==> src/rtl/photosynthesis_pkg.sv <==
// Shared types and helpers for the multi-channel photosynthesis array.
// The state encoding is fixed because downstream tools decode channel state codes.
package photosynthesis_pkg;

  typedef enum logic [2:0] {
    PH_IDLE    = 3'd0,
    PH_ABSORB  = 3'd1,
    PH_CONVERT = 3'd2,
    PH_PRODUCE = 3'd3,
    PH_DONE    = 3'd4,
    PH_ABORT   = 3'd5
  } ph_state_t;

  // Width for dwell/timeout counters: they only ever hold values up to max-1.
  function automatic int ph_cnt_width(input int abs_cycles, input int conv_cycles,
                                      input int timeout);
    int m;
    m = abs_cycles;
    if (conv_cycles > m) m = conv_cycles;
    if (timeout > m) m = timeout;
    return (m < 2) ? 1 : $clog2(m);
  endfunction

endpackage

==> src/rtl/photosynthesis_channel.sv <==
// One chloroplast channel: absorb -> convert -> produce -> done, with dwell and
// no-progress timeout counters. The fixation unit grant comes from the top-level arbiter.
module photosynthesis_channel
  import photosynthesis_pkg::*;
#(
  parameter int ABS_CYCLES  = 3,
  parameter int CONV_CYCLES = 4,
  parameter int TIMEOUT     = 16
) (
  input  logic i_clk,
  input  logic i_rst_n,
  input  logic i_en,
  input  logic i_svjetlost,
  input  logic i_h2o,
  input  logic i_co2,
  input  logic i_grant,
  output logic o_req,
  output logic o_hold,
  output logic o_busy,
  output logic o_o2_pulse,
  output logic o_abort
);

  localparam int CW = ph_cnt_width(ABS_CYCLES, CONV_CYCLES, TIMEOUT);
  localparam logic [CW-1:0] ABS_LAST  = CW'(ABS_CYCLES - 1);
  localparam logic [CW-1:0] CONV_LAST = CW'(CONV_CYCLES - 1);
  localparam logic [CW-1:0] TMO_LAST  = CW'(TIMEOUT - 1);

  ph_state_t       state_q, state_d;
  logic [CW-1:0]   dwell_q, dwell_d;
  logic [CW-1:0]   tmo_q, tmo_d;

  always_ff @(posedge i_clk or negedge i_rst_n) begin
    if (!i_rst_n) begin
      state_q <= PH_IDLE;
      dwell_q <= '0;
      tmo_q   <= '0;
    end else begin
      state_q <= state_d;
      dwell_q <= dwell_d;
      tmo_q   <= tmo_d;
    end
  end

  always_comb begin
    state_d = state_q;
    dwell_d = dwell_q;
    tmo_d   = tmo_q;
    case (state_q)
      PH_IDLE: begin
        if (i_en && i_svjetlost) begin
          state_d = PH_ABSORB;
          dwell_d = '0;
          tmo_d   = '0;
        end
      end
      PH_ABSORB: begin
        // Losing light while still absorbing is a silent return, not a failure.
        if (!i_svjetlost) begin
          state_d = PH_IDLE;
          dwell_d = '0;
          tmo_d   = '0;
        end else if (i_h2o) begin
          tmo_d = '0;
          if (dwell_q == ABS_LAST) begin
            state_d = PH_CONVERT;
            dwell_d = '0;
          end else begin
            dwell_d = dwell_q + 1'b1;
          end
        end else begin
          dwell_d = '0;
          if (tmo_q == TMO_LAST) state_d = PH_ABORT;
          else                   tmo_d   = tmo_q + 1'b1;
        end
      end
      PH_CONVERT: begin
        if (i_grant && i_co2) begin
          state_d = PH_PRODUCE;
          dwell_d = '0;
          tmo_d   = '0;
        end else if (tmo_q == TMO_LAST) begin
          state_d = PH_ABORT;
        end else begin
          tmo_d = tmo_q + 1'b1;
        end
      end
      PH_PRODUCE: begin
        if (dwell_q == CONV_LAST) state_d = PH_DONE;
        else                      dwell_d = dwell_q + 1'b1;
      end
      PH_DONE, PH_ABORT: begin
        state_d = PH_IDLE;
        dwell_d = '0;
        tmo_d   = '0;
      end
      default: begin
        state_d = PH_IDLE;
        dwell_d = '0;
        tmo_d   = '0;
      end
    endcase
  end

  // o_hold looks at the next state so the arbiter can drop the grant on the leaving edge.
  always_comb begin
    o_req      = (state_q == PH_CONVERT);
    o_hold     = (state_d == PH_CONVERT) || (state_d == PH_PRODUCE);
    o_busy     = (state_q != PH_IDLE);
    o_o2_pulse = (state_q == PH_DONE);
    o_abort    = (state_q == PH_ABORT);
  end

endmodule

==> src/rtl/photosynthesis_array.sv <==
// N_CH photosynthesis channels sharing one carbon-fixation unit through a
// round-robin arbiter, plus a saturating total of completed productions.
module photosynthesis_array
  import photosynthesis_pkg::*;
#(
  parameter int N_CH        = 4,
  parameter int ABS_CYCLES  = 3,
  parameter int CONV_CYCLES = 4,
  parameter int TIMEOUT     = 16,
  parameter int O2_W        = 8
) (
  input  logic              i_clk,
  input  logic              i_rst_n,
  input  logic [N_CH-1:0]   i_en,
  input  logic              i_svjetlost,
  input  logic [N_CH-1:0]   i_h2o,
  input  logic [N_CH-1:0]   i_co2,
  output logic [N_CH-1:0]   o_busy,
  output logic [N_CH-1:0]   o_grant,
  output logic [N_CH-1:0]   o_o2_pulse,
  output logic [N_CH-1:0]   o_abort,
  output logic [O2_W-1:0]   o_o2_total
);

  localparam int PW = (N_CH > 1) ? $clog2(N_CH) : 1;

  logic [N_CH-1:0] req;
  logic [N_CH-1:0] hold;
  logic [N_CH-1:0] pulse;
  logic [N_CH-1:0] grant_q, grant_d;
  logic [PW-1:0]   ptr_q, ptr_d;
  logic [PW-1:0]   holder;
  logic [O2_W-1:0] total_q, total_d;

  genvar gi;
  generate
    for (gi = 0; gi < N_CH; gi++) begin : g_ch
      photosynthesis_channel #(
        .ABS_CYCLES (ABS_CYCLES),
        .CONV_CYCLES(CONV_CYCLES),
        .TIMEOUT    (TIMEOUT)
      ) u_ch (
        .i_clk      (i_clk),
        .i_rst_n    (i_rst_n),
        .i_en       (i_en[gi]),
        .i_svjetlost(i_svjetlost),
        .i_h2o      (i_h2o[gi]),
        .i_co2      (i_co2[gi]),
        .i_grant    (grant_q[gi]),
        .o_req      (req[gi]),
        .o_hold     (hold[gi]),
        .o_busy     (o_busy[gi]),
        .o_o2_pulse (pulse[gi]),
        .o_abort    (o_abort[gi])
      );
    end
  endgenerate

  always_comb begin
    holder = '0;
    for (int i = 0; i < N_CH; i++) begin
      if (grant_q[i]) holder = PW'(i);
    end
  end

  // A busy unit is only ever released here; a new grant waits for the next edge,
  // which leaves one idle cycle between consecutive holders.
  always_comb begin
    logic          found;
    logic [PW-1:0] idx;
    grant_d = grant_q;
    ptr_d   = ptr_q;
    found   = 1'b0;
    idx     = '0;
    if (|grant_q) begin
      if (!hold[holder]) begin
        grant_d = '0;
        ptr_d   = PW'((int'(holder) + 1) % N_CH);
      end
    end else begin
      for (int k = 0; k < N_CH; k++) begin
        idx = PW'((int'(ptr_q) + k) % N_CH);
        if (!found && req[idx]) begin
          found        = 1'b1;
          grant_d[idx] = 1'b1;
        end
      end
    end
  end

  always_comb begin
    total_d = total_q;
    if ((|pulse) && (total_q != {O2_W{1'b1}})) total_d = total_q + 1'b1;
  end

  always_ff @(posedge i_clk or negedge i_rst_n) begin
    if (!i_rst_n) begin
      grant_q <= '0;
      ptr_q   <= '0;
      total_q <= '0;
    end else begin
      grant_q <= grant_d;
      ptr_q   <= ptr_d;
      total_q <= total_d;
    end
  end

  assign o_grant    = grant_q;
  assign o_o2_pulse = pulse;
  assign o_o2_total = total_q;

endmodule

==> config.mk <==
export PLATFORM = sky130hd
export DESIGN_NAME = photosynthesis_array
export DESIGN_NICKNAME = d
export VERILOG_FILES = /design/src/rtl/photosynthesis_pkg.sv /design/src/rtl/photosynthesis_channel.sv /design/src/rtl/photosynthesis_array.sv
export SDC_FILE = /design/constraint.sdc
export NUM_CORES = 1
export LEC_CHECK = 0
export CAP_MARGIN = 15
export CELL_PAD_IN_SITES_DETAIL_PLACEMENT = 0
export CELL_PAD_IN_SITES_GLOBAL_PLACEMENT = 1
export CORE_MARGIN = 1.5
export CORE_UTILIZATION = 45
export CTS_CLUSTER_DIAMETER = 150
export CTS_CLUSTER_SIZE = 40
export DETAILED_ROUTE_END_ITERATION = 12
export PLACE_DENSITY_LB_ADDON = 0.1
export SYNTH_ARGS = -nofsm -noshare
export SYNTH_HDL_FRONTEND = slang
export SYNTH_SLANG_ARGS = --single-unit
export TNS_END_PERCENT = 5
==> constraint.sdc <==
create_clock -name i_clk -period 2.8 [get_ports i_clk]
set_input_delay 0.56 -clock i_clk [delete_from_list [all_inputs] [get_ports i_clk]]
set_output_delay 0.56 -clock i_clk [all_outputs]
set_load 0.01 [all_outputs]
Yosys cells after proc, flatten, opt, wreduce, memory -nomap -nowiden. Index checks and enable logic that the tools add are counted.

Flip-flop bits (word level): 58. Input port bits: 15. Output and inout port bits: 24. Word-level logic and storage cells: 258.

Add/sub/neg operators: 13. $lt $le $gt $ge: 9. Eq/ne operators: 54. Mux-type cells: 116. Bitwise logic cells: 9. Reduce and logical (&&, ||, !) cells: 42.

Operators with widths (number): two-way mux 4 bit (49); case mux 4 bit (4 select lines) (8); two-way mux 3 bit (28); equality test 3 x 2 -> 1 bit (second input constant) (16); case mux 3 bit (4 select lines) (4); adder 4 x 1 -> 4 bit (second input constant) (8); equality test 4 x 2 -> 1 bit (second input constant) (8); equality test 3 bit (second input constant) (8); != test 2 bit (second input constant) (9); equality test 4 bit (second input constant) (4); logical AND 1 bit (16); two-way mux 1 bit (16); bitwise OR 4 bit (4); less-than comparator 2 x 3 -> 1 bit (second input constant) (5); equality test 3 x 1 -> 1 bit (second input constant) (4); zero test 3 bit (4); AND reduction 3 bit (4); nonzero test 3 bit (4); binary-select mux 1 bit (select 2 bit) (5); AND reduction 2 bit (5); adder 8 x 1 -> 8 bit (second input constant) (1); demux 1 bit (select 2 bit) (4); >= comparator 2 x 1 -> 1 bit (second input constant) (4); != test 2 x 1 -> 1 bit (second input constant) (4); 8 further kinds (21).

Longest topological paths before layout. Gate-level depths: netlist of the first run.

Word-level depth: 17. Gate-level depth with buffers: 7. Gate-level depth less buffers: 7.

By module. A second synthesis of the first run with hierarchy kept.

Cells, all modules: 441. Area total of the unflattened synthesis: 4147.7 um^2.

Modules (own cells, without submodules): photosynthesis_channel (g_ch[0].u_ch ...) (times used 2, cells each 82, area each 789.5 um^2, seq. area each 275.3 um^2); photosynthesis_array (times used 1, cells each 102, area each 989.7 um^2, seq. area each 350.3 um^2); photosynthesis_channel (g_ch[3].u_ch) (times used 1, cells each 86, area each 793.3 um^2, seq. area each 275.3 um^2); photosynthesis_channel (g_ch[2].u_ch) (times used 1, cells each 89, area each 785.8 um^2, seq. area each 275.3 um^2).

Least setup slack after synthesis of the first run. Ideal clock, no wire load.

Kind: reg2reg. From: register ptr_q[0]. To: register grant_q[2], in the netlist o_grant[2]. Library setup time: 0.090 ns. Arrival: 2.077 ns. Data required time: 2.710 ns. Setup slack: 0.633 ns. Stages on the path, launching flop included: 7. Path buffers: 0. Period minus slack after synthesis: 2.167 ns. Cell sequence: dfrtp_1 inv_1 ha_1 or3_4 a2111oi_4 o21ai_2 o221ai_1.

Longest elaborated chain between the ends: 16. Elaborated cells on any way between the ends: 55. Classes of those cells: add/sub (3); order compare (8); mux (30); bitwise (4); reduce/logical (10).

RTL lines: start, declared (line photosynthesis_array.sv:31) `logic [PW-1:0] ptr_q, ptr_d;`; start signal, assigned (line photosynthesis_array.sv:103) `ptr_q <= ptr_d;`; less-than comparator 2 x 3 -> 1 bit (not written as such) (tied with other cells) (line photosynthesis_array.sv:85) `grant_d[idx] = 1'b1;`; logical AND 1 bit (not written as such) or two-way mux 1 bit (tied branches) (line photosynthesis_array.sv:85, photosynthesis_array.sv:83); two-way mux 1 bit, on equally long branches (line photosynthesis_array.sv:85, photosynthesis_array.sv:83); demux 1 bit (select 2 bit) or two-way mux 1 bit (tied branches) (line photosynthesis_array.sv:85, photosynthesis_array.sv:75); bitwise OR 4 bit (no source line) or zero test 1 bit (tied branches); two-way mux 4 bit or logical AND 1 bit (tied branches) (line photosynthesis_array.sv:83) `if (!found && req[idx]) begin`; two-way mux 4 bit or two-way mux 1 bit (tied branches) (line photosynthesis_array.sv:75, photosynthesis_array.sv:83); bitwise OR 4 bit (no source line) or two-way mux 1 bit (tied branches); two-way mux 4 bit or zero test 1 bit (tied branches) (line photosynthesis_array.sv:83); two-way mux 4 bit or logical AND 1 bit (tied branches) (line photosynthesis_array.sv:75, photosynthesis_array.sv:83); bitwise OR 4 bit (no source line) or two-way mux 1 bit (tied branches); two-way mux 4 bit or two-way mux 1 bit (tied branches) (line photosynthesis_array.sv:83, photosynthesis_array.sv:75); two-way mux 4 bit or zero test 1 bit (tied branches) (line photosynthesis_array.sv:75, photosynthesis_array.sv:83); bitwise OR 4 bit (no source line) or logical AND 1 bit (tied branches); two-way mux 4 bit * (line photosynthesis_array.sv:83); two-way mux 4 bit * (line photosynthesis_array.sv:75) `if (|grant_q) begin`; end signal, assigned (line photosynthesis_array.sv:102) `grant_q <= grant_d;`; end, declared (line photosynthesis_array.sv:30) `logic [N_CH-1:0] grant_q, grant_d;`.

Mark *: on every way between the ends. The rest lies on a longest branch, timed or not. The select of a mux whose other input is x is not followed. A chain may end at the register's enable or synchronous reset.

Worst setup path after layout of the first run.
From: register g_ch[1].u_ch.state_q[2]. To: output o_o2_pulse[1].

Longest elaborated chain between the ends: 1.

RTL lines: start, declared (line photosynthesis_channel.sv:29) `ph_state_t state_q, state_d;`; start signal, assigned (line photosynthesis_channel.sv:39) `state_q <= state_d;`; equality test 3 bit (line photosynthesis_channel.sv:110) `o_o2_pulse = (state_q == PH_DONE);`; end, declared (line photosynthesis_array.sv:20) `output logic [N_CH-1:0] o_o2_pulse,`.

No other way between the ends.

==> summary.txt, run 1 <==
Run status
  – Status: completed

Placement
  – DP HPWL: 7.12 mm
  – DP Area: 4460 um^2
  – Placer Congestion: 0.946
  – Number of port buffers: 38

Yosys
  – Top cell type by total area after synthesis: dfrtp_1
  – Yosys cell types: 64
  – Post-synthesis xor/xnor area fraction: 1.51%
  – Compound-Gate Fraction of Synth Area: 23.4%
  – Post-synth ARST share: 100%
  – #FFs+latches synth: 58
  – Post-synthesis cell count: 449
  – Largest family of logic cells by synthesized area: simple AND/OR/NAND/NOR gates
  – Mux contribution to synthesized area: 1.63%
  – Simple-gate share of the synthesized area: 26.0%
  – Post-synth top area share: 35.8%
  – Seq/Total Area, Yosys: 35.8%
  – Area contributors post-synth: dfrtp_1, ha_1, a21oi_1, buf_4, nand2_1
  – Ys Warns: 0
  – Main flop type after synthesis: dfrtp_1
  – Mapped cell area: 4060 um^2
  – Post-synth EDFFs: 0
  – Adder-Cell Fraction of Synth Area: 5.24%
  – Synthesized netlist net count: 481
  – Syn avg cell area: 9.03 um^2

Detailed routing
  – Drt drc: 0
  – DR vias: 3567
  – Initial DRC count: 302
  – DRT Wirelength: 9.63 mm
  – Routed vias/inst: 6.06
  – Drt pass-1 iters: 5
  – DR WL/cell: 16.3 um
  – ANT nets after route: 0

Timing
  – Period utilization: 92.7%
  – Setup TNS: 0 ps
  – Final-report setup violation count: 0
  – Worst slew pin tran: 823 ps
  – Hold Fails Final Rpt: 0
  – Clock Skews: 12.7 ps
  – Max Fclk: 385 MHz
  – RSZ-0062 raised after global routing: no
  – Slew Viols, Final: 0
  – Fin crit period: 2600 ps
  – Worst rel slew slack: 44.6%

Clock tree
  – Clk root buf: clkbuf_8
  – Post-CTS Setup Bufs: 0
  – CTS resizes: 0
  – Clock Sinks: 58
  – Htree depth: 3
  – Clock buffer depth: 2
  – Clock Latency Late Sink: 340 ps
  – Clock-pin slew on the worst setup and hold paths: 70 ps
  – CTS tree: yes
  – CTS buffer count: 9
  – Cts hold-fix bufs: 0

Cells and area
  – Area grow syn2layout: 14.8%
  – Finished Cell Area: 4660 um^2
  – Share of cells above drive strength 1: 8.94%
  – Net count, final: 508
  – ANT cells: 0

Floorplanning
  – I/O pin total: 39
  – Rows: 34
  – Core area: 8720 um^2
  – Total die area: 9590 um^2
  – Chip Height: 97.9 um
  – Die width: 97.9 um
  – Initial Utilization: 46.5%

Critical path
  – Type of origin of the critical path: flip-flop
  – Crit end category: output port
  – RR Startpoint: ptr_q[1]
  – Crit Path Category: flip-flop to output port
  – Reg2reg setup slack: 440 ps
  – Crit-path max FO: 14
  – Worst EP required: 2240 ps
  – FF-to-FF path depth: 7
  – FF-to-FF End: o_grant[1]
  – Worst path arrival time: 2040 ps

Power
  – Peak supply drop: 0.000380 V
  – Total leakage power: 1.97 nW
  – Clk network pwr share: 25.1%
  – Power per cell area: 680 nW/um^2
  – Int Power: 1.95 mW
  – Sequential power share: 37.2%
  – Total net switching power: 1.22 mW
  – Logic pwr share: 37.7%
  – Sw frac: 38.5%

GRT
  – Initial antenna violation count: 0
  – First-pass GRT wire length: 16.4 mm
  – GRT Total Usage: 20.9%
  – Largest net degree at the start of global routing: 24
  – Global route overflow: 0
  – Number of global-route vias before repair: 3354

Job
  – MaxCap Viol Count: 0

Worst hold path
  – Min-Delay Path Class: input pin to asynchronous set/reset pin
## worst max path at each step
| stage | end | start |
|---|---|---|
| CTS | o_o2_pulse[1] | g_ch[1].u_ch.state_q[2] |
| global placement | g_ch[3].u_ch.tmo_q[1] | i_svjetlost |
| finish | o_o2_pulse[1] | g_ch[1].u_ch.state_q[2] |
| global route | o_o2_pulse[1] | g_ch[1].u_ch.state_q[2] |
| detailed placement | g_ch[3].u_ch.tmo_q[1] | i_svjetlost |
| floorplan | o_grant[2] | ptr_q[0] |
## power by group through the flow
stage                     sequential, mW  combinational (mW)  clock [mW]
final                               1.18                1.19       0.795
after global placement              1.18                1.18           0
after detailed placement            1.19                1.19           0
after global routing                1.21                1.33       0.857
after CTS                           1.18                1.19       0.822
after floorplan                     1.09               0.942           0
## flip-flops by register name (all words and copies together), names as in the netlist
signal and flops:
g_ch.u_ch.dwell_q 16, g_ch.u_ch.tmo_q 16, g_ch.u_ch.state_q 12, o_o2_total 8, o_grant 4, ptr_q 2
## cell usage in the layout (no fill, tap or decap), drive strengths merged, types with 6 or more instances in the layout
master	netlist	final
dfrtp	58	58
clkdlybuf4s50	0	37
nand2	31	31
a21oi	27	27
nor2	24	24
o21ai	24	24
inv	21	21
nand3	18	18
ha	17	17
nor3b	15	15
clkbuf	15	14
nand2b	11	11
buf	17	11
or3	10	10
nor4bb	9	9
nand4	9	9
a21o	8	8
o31ai	8	8
a31oi	8	8
or3b	8	8
nor3	7	7
and3b	6	6
and3	6	6
a211o	6	6
## stage by stage
stage,hold WS (ps),setup slack [ps],instances,power (mW),utilization (%)
finish,186,204,589,3.17,53.4
global route,210,75.9,589,3.39,53.4
CTS,200,221,589,3.19,53.4
detailed placement,480,268,573,2.38,51.1
global placement,487,352,573,2.36,51.1
floorplan,264,633,449,2.04,-
## final cells by class
cell class / instances / area, um^2
fill: 817 / 4060
multi-input combinational: 338 / 2340
sequential: 58 / 1450
timing repair buffer: 48 / 450
clock buffer: 14 / 163
tap: 108 / 135
inverter: 21 / 78.8
clock inverter: 2 / 35.0
## cells by family (layout without fill, tap and decap cells)
kind of cell    count (synthesis)  in the layout
simple gates                  177            177
buf+inv                        53             85
compound gates                132            132
mux                             5              5
flops                          58             58
xor+xnor                        7              7
fa+ha+maj                      17             17
## critical path, stage by stage (launching register included)
cell and delay (ps):
dfrtp_1 560, nor3b_1 480, clkdlybuf4s50_1 650
## synth_stat cells (4+ instances only)
cell type and number:
xnor2_1 5, o21ai_0 23, inv_1 21, nor2_1 24
buf_4 16, nor3b_1 14, a211o_1 6, a41o_1 4
nor3_1 7, and3b_1 6, nand4_1 9, and3_1 6
ha_1 17, nand2b_1 11, or3b_2 6, o211ai_1 4
clkbuf_1 15, a31oi_1 7, a41oi_1 5, nand3b_1 4
o31ai_1 8, a32oi_1 4, or2_2 4, a21o_1 8
nand3_1 18, or3_1 9, nor2b_1 4, a32o_1 4
dfrtp_1 58, a21oi_1 27, nor4bb_1 9, nand2_1 31
## layer usage
layer  vias to the layer above  GRT usage [%]  share of wire [%]
met2                        77           32.2                 45
li1                       1757              -                  -
met3                         8           5.87                4.8
met1                      1725           29.4                 49
met5                         -              0                  0
met4                         0           4.73                1.0
Note: power is estimated with default switching activity, not from simulation.
==> run 2, diff against run 1 <==
- PLACE_DENSITY_LB_ADDON: 0.1 -> 0.08
- RECOVER_POWER: unset -> 50
==> summary.txt, run 2 (same netlist as run 1, synthesis figures left out) <==
Clock tree
  – CTS tree: yes
  – Clock-pin slew on the worst setup and hold paths: 70 ps
  – CTS resizes: 0
  – Clk root buf: clkbuf_8
  – CTS buffer count: 9
  – Htree depth: 3
  – Clock Sinks: 58
  – Cts hold-fix bufs: 0
  – Clock Latency Late Sink: 340 ps
  – Clock buffer depth: 2
  – Post-CTS Setup Bufs: 0

Detailed routing
  – Drt pass-1 iters: 4
  – DR WL/cell: 16.0 um
  – DR vias: 3541
  – Initial DRC count: 195
  – ANT nets after route: 0
  – Drt drc: 0
  – DRT Wirelength: 9.46 mm
  – Routed vias/inst: 5.99

Critical path
  – Crit-path max FO: 14
  – CP startpoint: g_ch[1].u_ch.state_q[2]
  – Type of origin of the critical path: flip-flop
  – RR Startpoint: g_ch[2].u_ch.state_q[2]
  – Crit Path Category: flip-flop to output port
  – Worst EP required: 2240 ps
  – Crit end category: output port
  – Worst path arrival time: 2010 ps

Timing
  – Worst slew pin tran: 1610 ps
  – Setup slack after layout: 231 ps
  – Setup TNS: 0 ps
  – Slew Viols, Final: 30
  – Hold Fails Final Rpt: 0
  – WHS: 220 ps
  – Worst rel slew slack: -7.62%
  – Fin crit period: 2570 ps
  – Final-report setup violation count: 0
  – Max Fclk: 389 MHz
  – Period utilization: 91.7%
  – Clock Skews: 10.9 ps
  – RSZ-0062 raised after global routing: no

Floorplanning
  – I/O pin total: 39
  – Core area: 8720 um^2
  – Total die area: 9590 um^2
  – Chip Height: 97.9 um
  – Die width: 97.9 um
  – Rows: 34
  – Initial Utilization: 46.5%

Placement
  – Place WS: 272 ps
  – DP HPWL: 7.05 mm
  – Number of port buffers: 38
  – Cell total after placement: 575
  – Placer Congestion: 0.900

GRT
  – Met1 usage: 28.3%
  – Number of global-route vias before repair: 3365
  – GRT busiest layer: met2
  – GRT Total Usage: 20.7%
  – First-pass GRT wire length: 16.1 mm
  – Met2 Track Usage GR: 32.5%
  – Largest net degree at the start of global routing: 30
  – Initial antenna violation count: 0
  – GRT met3 Usage: 4.08%
  – Global route overflow: 0

Cells and area
  – Share of cells above drive strength 1: 8.70%
  – Most frequent cells in the layout: dfrtp_1, clkdlybuf4s50_1, nand2_1, a21oi_1, nor2_1
  – Area grow syn2layout: 15.3%
  – Net count, final: 510
  – Finished Layout Cells: 591
  – Filler cell count: 813
  – ANT cells: 0
  – Largest registers: g_ch.u_ch.dwell_q (16), g_ch.u_ch.tmo_q (16), g_ch.u_ch.state_q (12)
  – Most common cell after layout, fill and taps aside: dfrtp_1

Run status
  – Status: finished, violations left
  – Failing checks: capacitance limit, slew limit

Worst hold path
  – Min-Delay Path Class: input pin to asynchronous set/reset pin

Power
  – Peak supply drop: 0.000309 V
  – Power per cell area: 695 nW/um^2
  – Pwr Total: 3.25 mW
  – Total leakage power: 1.97 nW

Job
  – MaxCap Viol Count: 1
==> run 2: through the flow <==
step / cell area [um^2] / util, %
floorplan: 4060 / -
global placement: 4490 / 51.5
detailed placement: 4490 / 51.5
CTS: 4710 / 54.0
global route: 4680 / 53.6
finish: 4680 / 53.6
==> run 2: worst paths after layout <==
path	slack, ps	cells after the start	to
worst min-delay path	220	1	g_ch[3].u_ch.tmo_q[2]
worst max register to register	410	5	o_grant[3]
worst max-delay path	230	2	o_o2_pulse[1]
worst min register to register	500	1	o_o2_total[6]
max in group asynchronous	640	2	o_o2_total[2]
min in group i_clk	500	1	o_o2_total[6]
==> run 2: per-layer routing <==
metal  up-vias  part of all wire [%]
met3        14                   3.8
met1      1706                    49
met4         0                   1.6
met2        69                    46
li1       1752                     -
met5         -                     0
==> run 2: cell type report <==
type                    instances  area (um^2)  area share [%]
multi-input cells             338         2340            50.1
flip-flops and latches         58         1450            31.0
repair buffers                 50          449            9.60
clock buffers                  11          141            3.02
well taps                     108          135            2.89
inverters                      21         78.8            1.68
clock inverters                 5         77.6            1.66
==> run 2: worst max-delay path, cell delays in order, from the launching register on <==
cell             delay (ps)
dfrtp_1                 560
nor3b_1                 460
clkdlybuf4s50_1         650
==> run 2: where the power goes <==
group | switching [mW] | internal (mW) | total (mW)
logic | 0.692 | 0.534 | 1.23
clock network | 0.353 | 0.523 | 0.875
registers | 0.193 | 0.958 | 1.15
total | 1.24 | 2.01 | 3.25
==> run 3, diff against run 2 <==
- ABC_AREA: unset -> 1
- CORE_UTILIZATION: 45 -> 42
==> summary.txt, run 3 <==
Run status
  – Status: finished, violations left
  – Failing checks: capacitance limit, slew limit

GRT
  – Global route overflow: 0
  – GRT Total Usage: 19.5%
  – First-pass GRT wire length: 15.4 mm
  – Largest net degree at the start of global routing: 33
  – Number of global-route vias before repair: 3328
  – Initial antenna violation count: 0

Clock tree
  – Clk root buf: clkbuf_8
  – CTS buffer count: 9
  – Htree depth: 3
  – Post-CTS Setup Bufs: 0
  – CTS tree: yes
  – Cts hold-fix bufs: 0
  – Clock Sinks: 58
  – Clock Latency Late Sink: 340 ps
  – Clock buffer depth: 2
  – Clock-pin slew on the worst setup and hold paths: 70 ps
  – CTS resizes: 0

Timing
  – Max Fclk: 434 MHz
  – Slew Viols, Final: 28
  – Clock Skews: 6.04 ps
  – Fin crit period: 2300 ps
  – Final-report setup violation count: 0
  – Period utilization: 82.3%
  – Hold Fails Final Rpt: 0
  – Worst slew pin tran: 1510 ps
  – Setup TNS: 0 ps
  – RSZ-0062 raised after global routing: no
  – Worst rel slew slack: -0.703%

Critical path
  – Crit-path max FO: 6
  – Crit Path Category: flip-flop to output port
  – Reg2reg setup slack: 980 ps
  – Type of origin of the critical path: flip-flop
  – Worst-path cell chain: nor3_1, inv_1, clkdlybuf4s50_1
  – CP Depth: 3
  – FF-to-FF path depth: 10
  – FF-to-FF End: o_grant[0]
  – CP peak stage delay: 490 ps
  – Crit-path slowest cell: clkdlybuf4s50_1
  – Worst EP required: 2240 ps
  – Worst Path Buf+Inv: 2
  – CP startpoint: g_ch[1].u_ch.state_q[1]
  – Worst path arrival time: 1740 ps
  – RR Startpoint: ptr_q[1]
  – CP top delay family: buffers and inverters
  – Crit end category: output port
  – Setup crit end: o_busy[1]

Yosys
  – Area contributors post-synth: dfrtp_1, nand2_1, nand3_1, inv_1, ha_1
  – Syn avg cell area: 7.22 um^2
  – Top cell type by total area after synthesis: dfrtp_1
  – Main flop type after synthesis: dfrtp_1
  – Yosys cell types: 37
  – #FFs+latches synth: 58
  – Synth cell count leaders: nand2_1, inv_1, nand3_1
  – Most common cell in the netlist: nand2_1
  – Post-synthesis cell count: 549
  – Seq/Total Area, Yosys: 36.6%
  – Mapped cell area: 3970 um^2
  – Post-synth top area share: 36.6%
  – Synthesized netlist net count: 581
  – Ys Warns: 0
  – Post-synth EDFFs: 0
  – Post-synth ARST share: 100%

Detailed routing
  – Routed vias/inst: 5.06
  – DR vias: 3530
  – Drt pass-1 iters: 4
  – DR WL/cell: 13.2 um
  – Initial DRC count: 97
  – DRT Wirelength: 9.23 mm
  – Drt drc: 0
  – ANT nets after route: 0

Placement
  – Placer Congestion: 0.803
  – DP HPWL: 7.18 mm
  – Cell total after placement: 682
  – Number of port buffers: 38

Floorplanning
  – Core area: 9200 um^2
  – Total die area: 10000 um^2
  – Initial Utilization: 43.1%
  – I/O pin total: 39
  – Rows: 35
  – Chip Height: 100 um
  – Die width: 100 um

Cells and area
  – Filler cell count: 951
  – ANT cells: 0
  – Area grow syn2layout: 13.6%
  – Net count, final: 614
  – Share of cells above drive strength 1: 10.4%
  – Most common cell after layout, fill and taps aside: nand2_1
  – Finished Layout Cells: 698
  – Most frequent cells in the layout: nand2_1, inv_1, nand3_1, dfrtp_1, nor2_1
  – Largest registers: g_ch.u_ch.dwell_q (16), g_ch.u_ch.tmo_q (16), g_ch.u_ch.state_q (12)
  – Final core occ: 49.0%

Power
  – Total leakage power: 2.31 nW
  – Pwr Total: 2.87 mW
  – Peak supply drop: 0.000565 V
  – Power per cell area: 638 nW/um^2

Job
  – MaxCap Viol Count: 1

Worst hold path
  – Min-Delay Path Class: flip-flop to flip-flop
[run 3: through the flow]
| step | hold WS (ps) | setup WS [ps] | cell area, um^2 |
|---|---|---|---|
| after floorplan | 264 | 1230 | 3970 |
| after global placement | 488 | 507 | 4370 |
| after detailed placement | 501 | 467 | 4370 |
| after CTS | 248 | 486 | 4540 |
| after global routing | 531 | 274 | 4500 |
| final | 506 | 497 | 4500 |
[run 3: worst min-delay path by stage]
| stage | start | endpoint | cells after the start |
|---|---|---|---|
| after global placement | o_o2_total[7] | o_o2_total[7] | 1 |
| after detailed placement | o_o2_total[7] | o_o2_total[7] | 1 |
| after floorplan | i_rst_n | g_ch[0].u_ch.dwell_q[0] | 0 |
| after CTS | i_rst_n | g_ch[0].u_ch.dwell_q[0] | 1 |
| after global routing | o_o2_total[7] | o_o2_total[7] | 1 |
| final | g_ch[3].u_ch.dwell_q[2] | g_ch[3].u_ch.dwell_q[2] | 1 |
[run 3: layer usage]
| metal | global-route usage, % | vias to the layer above | share of wire, % |
|---|---|---|---|
| met5 | 0 | - | 0 |
| met4 | 6.07 | 0 | 0.88 |
| met3 | 4.60 | 7 | 3.0 |
| met2 | 31.7 | 38 | 47 |
| met1 | 25.9 | 1653 | 49 |
| li1 | - | 1832 | - |
[run 3: where the power goes]
part / total, mW / switching, mW / internal, mW
Clock: 0.677 / 0.335 / 0.342
Combinational: 1.14 / 0.730 / 0.409
Sequential: 1.06 / 0.129 / 0.930
[run 3: layout make-up]
type / count / area, um^2 / share of cell area [%]
inverter: 89 / 335 / 7.44
timing repair buffer: 39 / 379 / 8.42
clock buffer: 13 / 149 / 3.31
sequential: 58 / 1450 / 32.2
clock inverter: 3 / 15.0 / 0.333
tap: 111 / 139 / 3.08
multi-input combinational: 385 / 2040 / 45.2
[run 3: kinds of logic after synthesis]
logic type,count (synthesis),share of synthesized area (%)
compound gates,60,8.87
xor+xnor,12,2.65
fa+ha+maj,17,5.36
buf+inv,106,11.7
flops,58,36.6
mux,2,0.536
simple gates,294,34.3
[run 3: worst register-to-register path, delay by kind of cell (launching register included)]
kind | cells | cell delay, ps
adders and majority gates | 1 | 340
buffers and inverters | 2 | 220
DFF | 1 | 470
and+or+nand+nor | 7 | 740
